===== config.mk =====
export PLATFORM = sky130hd
export DESIGN_NAME = map_renderer
export DESIGN_NICKNAME = d
export VERILOG_FILES = /design/src/rtl/map_pkg.sv /design/src/rtl/tile_color.sv /design/src/rtl/map_renderer.sv
export SDC_FILE = /design/constraint.sdc
export NUM_CORES = 1
export LEC_CHECK = 0
export ABC_CLOCK_PERIOD_IN_PS = 1700
export CAP_MARGIN = 10
export CELL_PAD_IN_SITES_DETAIL_PLACEMENT = 0
export CELL_PAD_IN_SITES_GLOBAL_PLACEMENT = 2
export CORE_ASPECT_RATIO = 2
export CORE_UTILIZATION = 30
export CTS_CLUSTER_SIZE = 24
export DETAILED_ROUTE_END_ITERATION = 10
export MAX_ROUTING_LAYER = met4
export PLACE_DENSITY_LB_ADDON = 0.1
export SLEW_MARGIN = 0
export SYNTH_ARGS = -nofsm -noshare
export SYNTH_HDL_FRONTEND = slang
export SYNTH_SLANG_ARGS = --single-unit

===== constraint.sdc =====
create_clock -name clk -period 1.7 [get_ports clk]
set_input_delay 0.17 -clock clk [delete_from_list [all_inputs] [get_ports clk]]
set_output_delay 0.17 -clock clk [all_outputs]
set_load 0.01 [all_outputs]

===== src/rtl/map_pkg.sv =====
// map_pkg: shared constants and types for the map renderer.
//   - Tile codes stored in the Sokoban map.
//   - RGB444 colour constants ({r,g,b}).
//   - GRID_LOG2: the map is 2^GRID_LOG2 tiles on each side.
//   - pix_t: per-pixel side information that travels down the pipeline.
package map_pkg;

  localparam int GRID_LOG2 = 3;

  typedef enum logic [3:0] {
    TILE_FLOOR    = 4'd0,
    TILE_WALL     = 4'd1,
    TILE_BOX      = 4'd2,
    TILE_BOX_DEST = 4'd3,
    TILE_DEST     = 4'd4
  } tile_e;

  localparam logic [11:0] COL_BLACK    = 12'h000;
  localparam logic [11:0] COL_BORDER   = 12'h444;
  localparam logic [11:0] COL_WIN      = 12'h0F0;
  localparam logic [11:0] COL_PLAYER   = 12'h00F;
  localparam logic [11:0] COL_WALL     = 12'h842;
  localparam logic [11:0] COL_MORTAR   = 12'hCCC;
  localparam logic [11:0] COL_BOX      = 12'hA60;
  localparam logic [11:0] COL_BOX_EDGE = 12'h530;
  localparam logic [11:0] COL_BOX_DEST = 12'h0A0;
  localparam logic [11:0] COL_FLOOR    = 12'h888;
  localparam logic [11:0] COL_MARKER   = 12'hF00;

  // Pixel offset inside its tile plus the region flags and blanking.
  typedef struct packed {
    logic [4:0] ox;
    logic [4:0] oy;
    logic       in_area;
    logic       in_border;
    logic       rdn;
  } pix_t;

  // Blanked (rdn=1) so a freshly reset pipeline emits black.
  localparam pix_t PIX_RESET = '{ox: 5'd0, oy: 5'd0, in_area: 1'b0,
                                 in_border: 1'b0, rdn: 1'b1};

  // Inclusive range test on a tile offset.
  function automatic logic in_range(input logic [4:0] v,
                                    input logic [4:0] lo,
                                    input logic [4:0] hi);
    return (v >= lo) && (v <= hi);
  endfunction

endpackage


===== src/rtl/tile_color.sv =====
// tile_color: purely combinational colour function for one pixel.
// Ports:
//   tile_i       map tile code under the pixel
//   ox_i, oy_i   pixel offset inside the 32x32 tile
//   is_player_i  pixel lies on the player sprite
//   blink_i      destination marker currently visible
//   win_i        level-complete snapshot (border colour)
//   in_area_i    pixel inside the 256x256 play area
//   in_border_i  pixel on the 4-pixel ring around the area
//   rdn_i        active-low display enable (1 = blanking)
//   color_o      RGB444 colour
module tile_color
  import map_pkg::*;
(
  input  logic [3:0]  tile_i,
  input  logic [4:0]  ox_i,
  input  logic [4:0]  oy_i,
  input  logic        is_player_i,
  input  logic        blink_i,
  input  logic        win_i,
  input  logic        in_area_i,
  input  logic        in_border_i,
  input  logic        rdn_i,
  output logic [11:0] color_o
);

  logic box_edge;
  logic marker_px;

  assign box_edge  = (ox_i < 5'd2) || (ox_i > 5'd29) ||
                     (oy_i < 5'd2) || (oy_i > 5'd29);
  assign marker_px = in_range(ox_i, 5'd12, 5'd19) && in_range(oy_i, 5'd12, 5'd19);

  // NOTE: color_o gets a default first so every path assigns it and no latch is inferred.
  always_comb begin
    color_o = COL_BLACK;
    if (rdn_i) begin
      color_o = COL_BLACK;
    end else if (in_border_i) begin
      color_o = win_i ? COL_WIN : COL_BORDER;
    end else if (!in_area_i) begin
      color_o = COL_BLACK;
    end else if (is_player_i) begin
      color_o = COL_PLAYER;
    end else begin
      case (tile_i)
        TILE_WALL: begin
          // Brick pattern: horizontal joints every 8 rows, vertical every 16 columns.
          color_o = ((oy_i[2:0] == 3'd0) || (ox_i[3:0] == 4'd0)) ? COL_MORTAR : COL_WALL;
        end
        TILE_BOX:      color_o = box_edge ? COL_BOX_EDGE : COL_BOX;
        TILE_BOX_DEST: color_o = COL_BOX_DEST;
        TILE_DEST:     color_o = (blink_i && marker_px) ? COL_MARKER : COL_FLOOR;
        default:       color_o = COL_FLOOR;
      endcase
    end
  end

endmodule


===== src/rtl/map_renderer.sv =====
// map_renderer: pixel source for the VGA controller. Converts the scan
// position into an RGB444 colour with a fixed 3-cycle latency, reading the
// 8x8 map through a synchronous port and overlaying player, blinking
// destination marker and win border.
// Ports:
//   clk, rstn            pixel clock, asynchronous active-low reset
//   row_addr, col_addr   scan position from the VGA controller
//   rdn                  active-low display enable
//   map_x, map_y         registered map read address (column, row)
//   map_tile             tile code, valid one cycle after the address
//   p_x, p_y, win        player tile and level-complete flag (per-frame sampled)
//   vgac_in              registered RGB444 colour
module map_renderer
  import map_pkg::*;
#(
  parameter int TILE_LOG2 = 5,
  parameter int X0        = 192,
  parameter int Y0        = 112
) (
  input  logic        clk,
  input  logic        rstn,
  input  logic [8:0]  row_addr,
  input  logic [9:0]  col_addr,
  input  logic        rdn,
  output logic [2:0]  map_x,
  output logic [2:0]  map_y,
  input  logic [3:0]  map_tile,
  input  logic [2:0]  p_x,
  input  logic [2:0]  p_y,
  input  logic        win,
  output logic [11:0] vgac_in
);

  localparam logic [10:0] X0_W   = 11'(X0);
  localparam logic [10:0] Y0_W   = 11'(Y0);
  localparam logic [10:0] AREA_W = 11'(1 << (TILE_LOG2 + GRID_LOG2));
  localparam logic [10:0] RING_W = 11'd4;

  // ---------------------------------------------------------------
  // Frame tracking and per-frame snapshots
  // ---------------------------------------------------------------
  logic [8:0] row_q;
  logic       frame_start;
  logic [4:0] frame_cnt_q;
  logic [2:0] px_snap_q, py_snap_q;
  logic       win_snap_q;

  assign frame_start = (row_addr == 9'd0) && (row_q != 9'd0);

  // NOTE: state registers use non-blocking assignments so every flop samples pre-edge values.
  always_ff @(posedge clk or negedge rstn) begin
    if (!rstn) begin
      row_q       <= 9'd0;
      frame_cnt_q <= 5'd0;
      px_snap_q   <= 3'd0;
      py_snap_q   <= 3'd0;
      win_snap_q  <= 1'b0;
    end else begin
      row_q <= row_addr;
      // Player/win are only sampled here, so mid-frame changes never tear.
      if (frame_start) begin
        frame_cnt_q <= frame_cnt_q + 5'd1;
        px_snap_q   <= p_x;
        py_snap_q   <= p_y;
        win_snap_q  <= win;
      end
    end
  end

  // ---------------------------------------------------------------
  // Stage 0: address decode
  // ---------------------------------------------------------------
  logic [10:0] col_w, row_w;
  logic [9:0]  dx, dy;
  logic        in_area_d, in_ring_d;
  logic [2:0]  map_x_d, map_y_d;
  pix_t        s0_d;

  assign col_w = {1'b0, col_addr};
  assign row_w = {2'b00, row_addr};
  assign dx    = col_addr - X0_W[9:0];
  assign dy    = {1'b0, row_addr} - Y0_W[9:0];

  assign in_area_d = (col_w >= X0_W) && (dx < AREA_W[9:0]) &&
                     (row_w >= Y0_W) && (dy < AREA_W[9:0]);

  // Ring bounds are checked with +RING_W on the left side so nothing underflows.
  assign in_ring_d = (col_w + RING_W >= X0_W) && (col_w < X0_W + AREA_W + RING_W) &&
                     (row_w + RING_W >= Y0_W) && (row_w < Y0_W + AREA_W + RING_W);

  assign map_x_d = dx[TILE_LOG2+GRID_LOG2-1:TILE_LOG2];
  assign map_y_d = dy[TILE_LOG2+GRID_LOG2-1:TILE_LOG2];

  // Offsets are 5 bits wide; the sprite and tile patterns are drawn for 32-pixel tiles.
  assign s0_d = '{ox:        dx[4:0],
                  oy:        dy[4:0],
                  in_area:   in_area_d,
                  in_border: in_ring_d && !in_area_d,
                  rdn:       rdn};

  logic [2:0] map_x_q, map_y_q;
  pix_t       s0_q;

  always_ff @(posedge clk or negedge rstn) begin
    if (!rstn) begin
      map_x_q <= 3'd0;
      map_y_q <= 3'd0;
      s0_q    <= PIX_RESET;
    end else begin
      map_x_q <= map_x_d;
      map_y_q <= map_y_d;
      s0_q    <= s0_d;
    end
  end

  assign map_x = map_x_q;
  assign map_y = map_y_q;

  // ---------------------------------------------------------------
  // Stage 1: map read (tile returned for the stage-0 address)
  // ---------------------------------------------------------------
  logic [3:0] tile1_q;
  logic [2:0] tx1_q, ty1_q;
  pix_t       s1_q;

  always_ff @(posedge clk or negedge rstn) begin
    if (!rstn) begin
      tile1_q <= 4'd0;
      tx1_q   <= 3'd0;
      ty1_q   <= 3'd0;
      s1_q    <= PIX_RESET;
    end else begin
      tile1_q <= map_tile;
      tx1_q   <= map_x_q;
      ty1_q   <= map_y_q;
      s1_q    <= s0_q;
    end
  end

  // ---------------------------------------------------------------
  // Stage 2: colour
  // ---------------------------------------------------------------
  logic        is_player;
  logic [11:0] color_d;
  logic [11:0] vgac_q;

  assign is_player = (tx1_q == px_snap_q) && (ty1_q == py_snap_q) &&
                     in_range(s1_q.ox, 5'd8, 5'd23) && in_range(s1_q.oy, 5'd8, 5'd23);

  tile_color u_tile_color (
    .tile_i      (tile1_q),
    .ox_i        (s1_q.ox),
    .oy_i        (s1_q.oy),
    .is_player_i (is_player),
    .blink_i     (frame_cnt_q[4]),
    .win_i       (win_snap_q),
    .in_area_i   (s1_q.in_area),
    .in_border_i (s1_q.in_border),
    .rdn_i       (s1_q.rdn),
    .color_o     (color_d)
  );

  always_ff @(posedge clk or negedge rstn) begin
    if (!rstn) begin
      vgac_q <= COL_BLACK;
    end else begin
      vgac_q <= color_d;
    end
  end

  assign vgac_in = vgac_q;

endmodule


==> results summary, run 1 <==
The run finished with clean final reports. The maximum frequency from static timing analysis is 617.3 MHz. In the finished design, the share of the clock period the worst path needs comes to 0.9530. The total power divided by cell area came out at 1074 mW/mm².

The number of nets in the finished design is 331. The area of combinational cells with multiple inputs is 885.9 µm². The number of ports placed on the die boundary is 51. The main combinational cell family by area after synthesis is simple AND/OR/NAND/NOR gates. Of the total synthesized cell area, the portion taken by XOR and XNOR cells is 0.04979.

STA classifies the critical path startpoint as a flip-flop. The smallest hold slack came out at 0.2416 ns. For this run, the leading register cell type out of synthesis is sky130_fd_sc_hd__dfrtp_1. Synthesis produced a netlist whose cell count is 202. The met2 track utilization from global routing is 0.2767. The tightest min-delay check is of the input pin to flip-flop type. The worst relative slew slack came out at 0.7401. The overall power consumption came out at 4.193 mW. The slack of the critical path is 0.07992 ns.

The netlist area before placement is 0.002639 mm². The unique cell type count in the Yosys netlist came out at 41. The floorplan row count came out at 48. The maximum number of pins on one net before global-route repair is 72. Of the total synthesized cell area, the portion taken by full adders, half adders and majority gates is 0.01897. The portion of netlist area occupied by mux cells came out at 0.03793. The die covers 0.009198 mm². The reported leakage power came out at 1.745 nW.

Leaving out fill and tap cells, the most frequent cells in the layout are 69 x sky130_fd_sc_hd__dfrtp_1, 49 x sky130_fd_sc_hd__clkdlybuf4s50_1, 28 x sky130_fd_sc_hd__buf_4. Data arrives at the worst endpoint at 1.89 ns. Summing all placed instances gives a cell area of 0.003488 mm². The detailed-route DRC error count is 0. At the pin with the least slew margin, the transition time is 0.3898 ns. At the end of the flow the core is filled with cells to 0.4545. The number of hold-slack violations in the final timing report is 0.

The initial antenna violation count is 0. Setup repair after global routing left no endpoint under its margin. The remaining antenna violation count is 0. The worst hold path cell count is 1. The H-tree generated during clock tree synthesis spans 3 levels. Buffers inserted during clock tree synthesis total 9. The length of the first detailed-routing pass in iterations is 3. The layer flagged by global routing as most heavily used is met2. The remaining global-route overflow is 0. The data required time of the critical path is 1.97 ns. The number of warnings reported in the yosys synthesis log is 0. The number of pins exceeding their max-slew limit in the final report is 0.

The root buffer cell chosen for the clock tree is sky130_fd_sc_hd__clkbuf_16. Using the TritonRoute via totals, the vias-per-cell ratio works out to 4.652. The clock insertion delay at the later pin of the skew report came out at 0.33 ns. After detailed routing, the average wire length per cell comes to 14.96 µm. After synthesis, the share of flip-flops with an asynchronous set or reset is 1.000. The finished layout holds 399 standard cells, fillers aside. The die height is 134.6 µm. The TritonCTS clock tree is yes. The met3 track demand over resource is 0.04139.

The total detailed-routing wirelength came out at 5969 µm. In this run the mean area of a mapped cell was 13.06 µm². Of the total synthesized cell area, the portion taken by AND, OR, NAND and NOR gates is 0.1380. The x dimension of the die is 68.32 µm. The setup total negative slack came out at 0 ns. The worst slack at placement came out at -0.1270 ns. The effective utilization at floorplan came out at 0.3073. The cell count after placement is 380. The number of cell instances on the worst register-to-register path came out at 6.

The number of nets in the synthesized netlist is 239. The placer congestion estimate came out at 0.7613. The worst setup path is of the flip-flop to flip-flop kind. The number of enable flip-flop cells after synthesis came out at 0. Across the whole layout, storage elements account for 0.001779 mm². The register clock-pin slew on the reported worst setup and hold paths came out at 0.06 ns. The number of fill cells in the layout came out at 825. The count of max-cap constraint violations is 0. Summed over all nets, the half-perimeter wirelength after detailed placement is 4488 µm. The nature of the critical path endpoint is a flip-flop. The most frequent standard cell in the layout excluding fill and tap cells is sky130_fd_sc_hd__dfrtp_1.

The final antenna diode count is 0. The global-route usage over all layers is 0.1528. During placement, the flow inserted port buffers numbering 50. The area fraction in compound gates after synthesis is 0.06923. The sequential share of the synthesized area came out at 0.6743.

The area growth from synthesis to final layout is 47.94%. The flip-flop and latch count after synthesis is 71. In the final layout, the share of cells above drive strength 1 is 0.2375. The number of global-route vias before repair came out at 1,941. The first global-routing pass estimated 9287 µm of wire. For this block, the initial DRC count from the detailed router was 58. The met1 track demand over resource in global routing came out at 0.1280. The number of sinks on the clock net came out at 71. The core outline area came out at 0.008588 mm².

The largest vdd supply drop is 0.0006538 V. The clock skew after layout came out at 0.007042 ns. The number of buffers on the longest clock path is 2. The detailed router placed 1,856 vias in this run. After routing the design area is 0.003904 mm². The highest net fanout along the worst path came out at 4. Setup violations remaining at the end of the flow were counted as 0. The final critical-path required period came out at 1.620 ns.
==> repair_timing <==
item,in CTS,in global routing
hold buffers,1,0
buffers inserted,1,1
pin swaps,2,8
endpoints found under the hold margin,69,0
resized for setup,1,13
setup endpoints to repair,5,16
==> final cells by class <==
type                    count  share of cell area
well taps                 100             0.03205
multi-input cells         123              0.2269
clock buffers              10             0.05865
inverters                   6            0.005769
repair buffers             83              0.1971
clock inverters             6             0.02372
flip-flops and latches     71              0.4558
==> final timing paths <==
path                       slack [ns]     start          to
min in group asynchronous        0.38      rstn  vgac_in[3]
max in group asynchronous        0.98      rstn     s1_q[0]
setup / recovery                 0.08  s1_q[10]  vgac_in[2]
setup reg to reg                 0.08  s1_q[10]  vgac_in[2]
hold / removal                   0.24       rdn     s0_q[0]
hold reg to reg                  0.35   s0_q[7]     s1_q[7]
==> kinds of logic (layout without fill, tap and decap cells) <==
group / Yosys count / in the layout
flip-flops: 71 / 71
AND/OR/NAND/NOR: 66 / 66
AO/OA/AOI/OAI: 29 / 29
XOR/XNOR: 15 / 15
multiplexers: 9 / 9
buffers and inverters: 8 / 105
adder cells (fa/ha/maj): 4 / 4
==> critical path: stages (launching register included) <==
cell and delay (ns):
sky130_fd_sc_hd__dfrtp_1 0.42, sky130_fd_sc_hd__or3_4 0.42, sky130_fd_sc_hd__o32a_1 0.20, sky130_fd_sc_hd__buf_4 0.14, sky130_fd_sc_hd__nand2b_1 0.13, sky130_fd_sc_hd__a21oi_1 0.13
sky130_fd_sc_hd__or2_2 0.12
==> cells in the mapped netlist, drive strengths merged (2+ instances only) <==
| master | n | area (µm²) |
|---|---|---|
| dfrtp | 69 | 1727 |
| and3b | 2 | 17.52 |
| nor3b | 3 | 27.52 |
| and2 | 2 | 12.51 |
| or4 | 2 | 18.77 |
| a31oi | 6 | 37.54 |
| o21ai | 2 | 10.01 |
| nand3 | 8 | 40.04 |
| nor4b | 2 | 17.52 |
| ha | 4 | 50.05 |
| a21oi | 11 | 55.05 |
| nand2 | 6 | 22.52 |
| nor2b | 2 | 12.51 |
| nor4 | 3 | 18.77 |
| nor3 | 7 | 35.03 |
| nand4 | 5 | 31.28 |
| nor2 | 17 | 63.81 |
| mux2 | 8 | 90.09 |
| a211oi | 2 | 15.01 |
| xor2 | 10 | 87.58 |
| dfstp | 2 | 52.55 |
| nand2b | 3 | 18.77 |
| or3 | 2 | 13.77 |
| inv | 6 | 22.52 |
| xnor2 | 5 | 43.79 |
==> where the power goes <==
part / internal, mW / switching, mW / total, mW
registers: 1.77 / 0.0516 / 1.83
logic: 0.199 / 0.157 / 0.356
clock network: 1.29 / 0.717 / 2.01
total: 3.27 / 0.925 / 4.19
==> flip-flops by register name, indices dropped and copies added (netlist names), 4 cells and up <==
signal / cells
s1_q: 13
vgac_in: 12
tile1_q: 4
row_q: 5
s0_q: 13
frame_cnt_q: 5
==> per-layer routing <==
| layer | wire, µm | vias to the layer above |
|---|---|---|
| li1 | - | 899 |
| met1 | 2002 | 893 |
| met2 | 3568 | 49 |
| met3 | 190 | 15 |
| met4 | 208 | 0 |
| met5 | 0 | - |
Power figures use the tool's default switching activity.
==> run 2, diff against run 1 <==
- CORE_UTILIZATION: 30 -> 34
- SETUP_SLACK_MARGIN: default -> 0.15
==> results summary, run 2 (synthesized netlist as in run 1, its figures left out) <==
The worst setup path is captured at a flip-flop. In the finished design, the share of the clock period the worst path needs comes to 0.9555. The routed via count divided by cell count is 4.778. The highest net fanout along the worst path is 4. The critical path arrival is 1.86 ns. The register clock-pin slew on the reported worst setup and hold paths came out at 0.05 ns. The global-route usage over all layers is 0.1734. The transition time of the tightest slew-check pin is 0.4840 ns. The flow ran to the end, and the final reports show no timing, DRC or antenna violations. The number of levels the H-tree was split into is 3. The startpoint class of the critical path is a flip-flop. Of the cells placed in the final design, the portion with a size suffix greater than 1 is 0.3344. The total number of vias came out at 1,892.

The number of buffers on the longest clock path is 2. The met1 track demand over resource in global routing came out at 0.1501. Routability-driven placement finished with a final weighted congestion of 0.7632. The number of buffer cells added on primary ports is 50.

The count of cells in the finished layout, fillers not included, comes to 396. Buffers inserted during clock tree synthesis total 9. The total power divided by cell area is 983.5 mW/mm².

The die covers 0.008139 mm². The effective utilization at floorplan is 0.3498. The final design instance area without fill is 0.004120 mm². The floorplan row count came out at 45.

The number of global-route vias before repair is 1,943. The worst relative slew slack came out at 0.6773. The overall power consumption came out at 4.052 mW. After the first detailed-routing iteration, the DRC count stood at 98. The most frequent standard cell in the layout excluding fill and tap cells is sky130_fd_sc_hd__dfrtp_1.

Once detailed placement completed, the half-perimeter wirelength came to 4490 µm. The final core utilization is 0.5461. The remaining global-route overflow came out at 0.

The final antenna diode count is 0. The area growth from synthesis to final layout is 56.14%. The number of fill cells in the layout is 693. The largest vdd supply drop came out at 0.0006632 V. The clock skew after layout came out at 0.005493 ns. The initial antenna violation count is 0. met2 is the most crowded layer.

The top cell types in the final layout, fill and taps aside, are 69 x sky130_fd_sc_hd__dfrtp_1, 49 x sky130_fd_sc_hd__clkdlybuf4s50_1, 25 x sky130_fd_sc_hd__buf_4. The x dimension of the die is 64.30 µm. The number of pins exceeding their max-slew limit in the final report is 0. The class of the tightest hold or removal check is input pin to flip-flop.

The total detailed-routing wirelength came out at 6239 µm. The number of ports placed on the die boundary came out at 51. The number of sinks on the clock net is 71.

The TritonCTS clock tree is yes. The detailed-route DRC error count came out at 0. The final critical-path required period came out at 1.624 ns. The slack of the critical path is 0.07564 ns. The number of nets in the finished design came out at 334. The number of hold-slack violations in the final timing report came out at 0. The clock insertion delay at the later pin of the skew report is 0.33 ns. The die height is 126.6 µm. The cell count after placement is 370. The met3 track demand over resource is 0.04406. The worst slack at placement came out at -0.1035 ns.

The length of the first detailed-routing pass in iterations came out at 4. Static timing analysis puts the maximum clock frequency at 615.6 MHz. The remaining antenna violation count came out at 0.

In this run the clock root is driven by a sky130_fd_sc_hd__clkbuf_16. The maximum number of pins on one net before global-route repair came out at 42. The data required time of the critical path came out at 1.94 ns.

Dividing the detail-routed wire length by the instance count gives 15.76 µm. Setup repair after global routing could not meet its margin everywhere. The first-pass GRT wire length is 9570 µm. The total of endpoints with negative setup slack in the final report came out at 0. The met2 track utilization from global routing is 0.3226. The core outline area came out at 0.007545 mm². The reported leakage power is 1.830 nW. The tool flagged a number of max-cap violations equal to 0.

The type of the worst setup path is flip-flop to flip-flop. Once placement finished, the instance area stood at 0.003438 mm².
==> run 2: cell types whose count changed in the layout (fill, tap and decap cells not counted), moves of 3 or more <==
cell,previous run,this run
sky130_fd_sc_hd__a21oi_2,2,7
sky130_fd_sc_hd__a31oi_1,6,3
sky130_fd_sc_hd__mux2_2,8,0
sky130_fd_sc_hd__a21oi_1,9,4
sky130_fd_sc_hd__buf_4,28,25
sky130_fd_sc_hd__buf_6,3,10
sky130_fd_sc_hd__clkbuf_1,1,5
sky130_fd_sc_hd__nor2_1,17,13
sky130_fd_sc_hd__mux2_4,0,8
==> run 2: per-stage QoR <==
step           hold WS (ns)  setup TNS [ns]
3_5_place_dp         0.2216          -1.100
6_report             0.2497               0
2_1_floorplan       -0.1256               0
5_1_grt              0.2451        -0.07149
4_1_cts              0.2389               0
3_3_place_gp         0.2177         -0.9204
==> run 2: layer usage <==
layer	wire length, µm	vias to the layer above
met3	191	11
met4	172	0
li1	-	902
met5	0	-
met1	1994	933
met2	3882	46
==> run 2: layout make-up <==
cell class / instances / area [µm²] / area share
clock buffers: 15 / 257.7 / 0.06256
inverters: 6 / 22.52 / 0.005466
clock inverters: 1 / 30.03 / 0.007288
flip-flops and latches: 71 / 1779 / 0.4318
multi-input cells: 123 / 1107 / 0.2688
well taps: 94 / 117.6 / 0.02855
repair buffers: 86 / 805.8 / 0.1956
==> run 2: path summary, 6_finish.rpt <==
| path | start | to | slack, ns | cells past startpoint |
|---|---|---|---|---|
| hold / removal | rdn | s0_q[0] | 0.25 | 1 |
| hold reg to reg | s0_q[8] | s1_q[8] | 0.35 | 0 |
| min in group asynchronous | rstn | vgac_in[10] | 0.39 | 3 |
| setup / recovery | s1_q[6] | vgac_in[6] | 0.08 | 5 |
| setup reg to reg | s1_q[6] | vgac_in[6] | 0.08 | 5 |
| max in group asynchronous | rstn | s1_q[0] | 0.90 | 3 |
==> run 2: power by group <==
| group | switching, mW | internal (mW) |
|---|---|---|
| clock network | 0.640 | 1.18 |
| registers | 0.0613 | 1.78 |
| logic | 0.172 | 0.224 |
==> run 2: timing repair <==
item / 4_1_cts / 5_1_grt
cloned: 1 / 0
endpoints found under the setup margin: 16 / 24
setup buffers: 4 / 4
gates resized for setup: 20 / 48
pin swaps: 10 / 26
hold buffers: 1 / 0
hold endpoints to repair: 69 / 0
==> run 2: worst max-delay path: stages (launching register included) <==
cell	delay (ns)
sky130_fd_sc_hd__dfrtp_1	0.42
sky130_fd_sc_hd__and2_4	0.19
sky130_fd_sc_hd__a31oi_4	0.17
sky130_fd_sc_hd__o211ai_1	0.16
sky130_fd_sc_hd__or3_4	0.39
sky130_fd_sc_hd__a211oi_2	0.21
==> RTL change 1 (settings of run 2) <==
Register the input `map_tile` before use, without a reset. The logic sees it one clock later. The other inputs are not delayed to match. Comments in the files are not updated.
--- a/src/rtl/map_renderer.sv
+++ b/src/rtl/map_renderer.sv
@@ -35,6 +35,12 @@
   localparam logic [10:0] Y0_W   = 11'(Y0);
   localparam logic [10:0] AREA_W = 11'(1 << (TILE_LOG2 + GRID_LOG2));
   localparam logic [10:0] RING_W = 11'd4;
+
+  logic [3:0] map_tile_q;
+
+  always_ff @(posedge clk) begin
+    map_tile_q <= map_tile;
+  end
 
   // ---------------------------------------------------------------
   // Frame tracking and per-frame snapshots
@@ -130,7 +136,7 @@
       ty1_q   <= 3'd0;
       s1_q    <= PIX_RESET;
     end else begin
-      tile1_q <= map_tile;
+      tile1_q <= map_tile_q;
       tx1_q   <= map_x_q;
       ty1_q   <= map_y_q;
       s1_q    <= s0_q;
Check against the original RTL: not equivalent (Yosys sat finds a counterexample within 4 cycles, from zero or initial values and one cycle with rstn low).
==> RTL change 1 against run 2 <==
- largest power group is now clock
- critical endpoint is now vgac_in[4]
- area after synthesis rose by 3.0%
- largest cell class unchanged
- wire length fell by 2.6%
- setup slack got worse by 0.034 ns
- sequential cell count rose by 4
- first-iteration DRC count fell by 54%
- maximum frequency fell by 2.0%
- via count rose by 0.90%
- total power rose by 11%
- final area rose by 1.5%
- sequential share of layout area rose by 1.3 points
- clock power rose by 19%
- non-clock buffer count fell by 2
==> RTL change 1: results (changes against run 2) <==
Yosys
  – Top cells by count, synth: 69 x dfrtp_1, 17 x nor2_1, 11 x a21oi_1, 10 x xor2_1
  – Syn. warnings: 0 (unchanged)
  – Syn avg cell area: 13.20 um2 (+1.0%)
  – Ranking of synthesized cells by area: dfrtp_1 64%, mux2_2 3.3%, xor2_1 3.2%
  – Primary FF master, synth: dfrtp_1
  – Seq/Total Area, Yosys: 0.6838 (+0.009594)
  – Post-synthesis cell type count: 42 (+2.4%)
  – Post-synth ARST share: 0.9467 (-0.05333)
  – Mapped Nets: 243 (+1.7%)

Critical path
  – Max incr delay on CP: about 0.43 ns
  – Worst Path Arrival: 1.92 ns (+0.06 ns)
  – Maximum fanout along the worst path: 4 (unchanged)
  – CP top delay family: buffers and inverters
  – CP max stage cell: dfrtp_1

Global route
  – Number of global-route vias before repair: 1979 (+1.9%)
  – Total Routing Usage GR: 0.1675 (-0.005902)
  – First-pass GRT wire length: 9.611 mm (+0.43%)
  – Largest net degree at the start of global routing: 72 (+71%)
  – Initial antenna violation count: 0 (unchanged)

Detailed routing
  – Drt total wl: 6.078 mm (-2.6%)
  – Iter 0 DRT Violations: 45 (-54%)
  – Vias post-DR: 1909 (+0.90%)
  – 1st-pass router iterations: 4 (unchanged)
  – Antenna viol nets, final: 0 (unchanged)
  – Vias per cell: 4.796 (+0.39%)

Placement
  – Dpl hpwl: 4.351 mm (-3.1%)
  – Buffers on Ports: 50 (unchanged)
  – Dpl cells: 367 (-0.81%)
  – Dpl cell area: 3478 um2 (+1.2%)
  – Gpl congestion: 0.8146 (+6.7%)
  – Pre-CTS setup slack: -0.1324 ns (-0.02891 ns)

Clock network
  – Max Buffers Root-to-Sink: 2 (unchanged)
  – Number of buffers created by CTS: 9 (unchanged)
  – Clk_lat worst skew: 0.33 ns (about the same)
  – Worst-path clk slew: about 0.06 ns
  – Clk root buf: clkbuf_16
  – H-tree levels: 3 (unchanged)

Outcome
  – Status: finished, final reports clean

Final layout
  – Layout net count: 336 (+0.60%)
  – Ant. Diodes: 0 (unchanged)
  – Layout cells sized above 1: 0.2993 (-0.03509)

Power
  – Leak: 1.860 nW (+1.7%)
  – Maximum vdd drop: 580.2 uV (-13%)
  – Switch share: 0.2043 (-0.01144)
  – Combinational share of power: 0.087 (-0.011)
  – Pwr Density: 1072 nW/um2 (+9.0%)
  – Clock share of power: 0.482 (+0.033)

Worst hold path
  – Hold WC Path Type: in2reg

STA
  – Clock skew: 0.004540 ns (-0.0009532 ns)
  – Slew headroom: 0.6402 (-0.03711)
RTL change 1: layout make-up:
| class | count | area (um2) |
|---|---|---|
| clock buffers | 12 | 246.5 |
| clock inverters | 4 | 97.59 |
| fillers | 683 | 3476 |
| inverters | 6 | 22.52 |
| multi-input cells | 123 | 1039 |
| flip-flops and latches | 75 | 1861 |
| well taps | 94 | 117.6 |
| repair buffers | 84 | 798.3 |
RTL change 1: per-layer routing:
layer / up-vias / global-route usage / share of wire
li1: 908 / - / -
met1: 948 / 0.1486 / 0.33
met2: 43 / 0.3117 / 0.62
met3: 10 / 0.04344 / 0.028
met4: 0 / 0.08440 / 0.022
met5: - / - / 0
RTL change 1: logic make-up (layout without fill, tap and decap cells):
group                    count (synthesis)  in the layout  synth area share
XOR/XNOR                                15             15           0.04832
adder cells (fa/ha/maj)                  4              4           0.01841
flip-flops                              75             75            0.6838
buffers and inverters                    8            106           0.01150
AO/OA/AOI/OAI                           29             29           0.06719
AND/OR/NAND/NOR                         66             66            0.1339
multiplexers                             9              9           0.03682
RTL change 1: repair_timing:
item                                    4_1_cts  5_1_grt
gates resized for setup                      26       26
hold buffers                                  1        0
pin swaps                                     9       16
endpoints found under the setup margin       17       22
setup buffers                                 6        7
endpoints found under the hold margin        69        0
gates cloned                                  1        0
RTL change 1: final timing paths:
path | startpoint | endpoint | slack (ns) | cells past startpoint
max in group asynchronous | rstn | s1_q[0] | 0.97 | 3
max | s1_q[11] | vgac_in[4] | 0.04 | 8
min | row_addr[4] | s0_q[7] | 0.15 | 2
max reg2reg | s1_q[11] | vgac_in[4] | 0.04 | 8
min reg2reg | map_tile_q[0] | tile1_q[0] | 0.33 | 0
min in group asynchronous | rstn | frame_cnt_q[0] | 0.40 | 3
==> RTL change 2 (config.mk and constraints of run 2) <==
Made on the original files. Set the parameter `TILE_LOG2` to 6 (it was 5).
--- a/src/rtl/map_renderer.sv
+++ b/src/rtl/map_renderer.sv
@@ -13,7 +13,7 @@
 module map_renderer
   import map_pkg::*;
 #(
-  parameter int TILE_LOG2 = 5,
+  parameter int TILE_LOG2 = 6,
   parameter int X0        = 192,
   parameter int Y0        = 112
 ) (
Formal check against the unedited RTL: not equivalent (a bounded check fails within 4 cycles, from zero or initial values and one cycle with rstn low).
==> RTL change 2 against run 2 <==
- die area up 0.69%
- wire length down 5.4%
- worst hold slack lost 0.095 ns
- count of clock-buffer cells in the layout shrank 2
- combinational power decreased by 5%
- total power shrank 2.6%
- setup slack got worse by 0.074 ns
- final area decreased by 4.4%
- area after synthesis increased by 0.71%
- sequential cell count unchanged
==> RTL change 2: results (changes against run 2) <==
Yosys
  – Ranking of synthesized cells by area: dfrtp_1 65%, xor2_1 4.0%, mux2_2 3.4%
  – Top cells by count, synth: 69 x dfrtp_1, 18 x nor2_1, 13 x nand2_1, 12 x xor2_1, 9 x a21oi_1
  – Syn avg cell area: 12.78 um2 (-2.2%)
  – Seq/Total Area, Yosys: 0.6695 (-0.004762)
  – Mapped Nets: 243 (+1.7%)

STA
  – Slew headroom: 0.6892 (+0.01186)
  – Clock skew: 0.004183 ns (-0.001309 ns)
  – Minimum clock period: 1.698 ns (+0.07376 ns)

Global route
  – Largest net degree at the start of global routing: 72 (+71%)
  – Met1 usage: 0.1580 (+0.007901)
  – Grt met3 use: 0.04107 (-0.002993)
  – Number of global-route vias before repair: 2065 (+6.3%)
  – Met2 GRT Util: 0.3176 (-0.004954)
  – Total Routing Usage GR: 0.1753 (+0.001909)

Placement
  – Gpl congestion: 0.7666 (+0.45%)
  – Dpl hpwl: 4.267 mm (-5.0%)
  – Dpl cells: 368 (-0.54%)

Final layout
  – Post-route insts no fill: 390 (-1.5%)
  – Layout cells sized above 1: 0.2568 (-0.07768)
  – Layout fillers: 712 (+2.7%)

Power
  – Maximum vdd drop: 526.4 uV (-21%)
  – Leak: 1.773 nW (-3.1%)

Critical path
  – Reg2Reg Setup Slack: 0.002 ns (-0.07 ns)
  – Maximum fanout along the worst path: 3 (-1)
  – Max incr delay on CP: 0.39 ns (-0.03 ns)
  – CP max stage cell: or3_4

Outcome
  – Status: finished, final reports clean

Detailed routing
  – Iter 0 DRT Violations: 70 (-29%)
  – Drt total wl: 5.904 mm (-5.4%)
## RTL change 2: changes by cell type after synthesis, sizes merged, moves of 3 or more
cell / change
o21ai: +3
nand2: +7
and4: +3
nor4: +3
## RTL change 2: cells by family after synthesis
group,count (synthesis),synth area share
compound gates,32,0.08051
fa+ha+maj,2,0.009415
simple gates,69,0.1361
mux,8,0.03390
xor+xnor,17,0.05603
buf+inv,9,0.01460
flops,71,0.6695
## RTL change 2: worst paths after layout
kind / end / start / depth (start not counted)
setup reg to reg: vgac_in[2] / s1_q[9] / 6
setup / recovery: vgac_in[2] / s1_q[9] / 6
hold / removal: s0_q[5] / row_addr[2] / 1
hold reg to reg: s1_q[7] / s0_q[7] / 0
min in group asynchronous: vgac_in[11] / rstn / 3
max in group asynchronous: s1_q[0] / rstn / 3
## RTL change 2: through the flow
stage	hold WS (ns)	cell area, um2	setup slack, ns
global placement	0.2229	3432	-0.2457
detailed placement	0.2212	3432	-0.2175
global route	0.1559	3940	-0.06763
finish	0.1545	3940	0.001877
CTS	0.1470	3904	0.005242
floorplan	-0.1256	2676	0.1429
## RTL change 2: layout make-up
type	instances	area share
clock buffer	13	0.06605
clock inverter	3	0.004446
inverter	5	0.004763
multi-input combinational	128	0.2537
sequential	71	0.4516
tap	94	0.02985
timing repair buffer	76	0.1896
## RTL change 2: what timing repair did
action,4_1_cts,5_1_grt
gates cloned,1,0
endpoints found under the hold margin,69,0
hold buffers,1,0
pin swaps,15,9
buffers inserted,3,1
endpoints found under the setup margin,19,24
resized for setup,41,6
## RTL change 2: power by group through the flow
stage | Combinational [mW] | Sequential (mW) | Clock (mW)
floorplan | 0.118 | 1.87 | 0
global placement | 0.358 | 1.87 | 0
detailed placement | 0.357 | 1.88 | 0
CTS | 0.383 | 1.85 | 1.76
global route | 0.417 | 1.86 | 1.85
finish | 0.377 | 1.85 | 1.72
## RTL change 2: routing by layer
| metal | part of all wire | wire (um) |
|---|---|---|
| met5 | 0 | 0 |
| met2 | 0.61 | 3573 |
| met3 | 0.030 | 180 |
| met1 | 0.32 | 1898 |
| met4 | 0.043 | 252 |
## RTL change 2: critical path: cells and delay by family (launching register included)
kind	cells	cell delay (ns)
simple gates	2	0.52
flops	1	0.37
compound gates	3	0.61
buf+inv	1	0.12
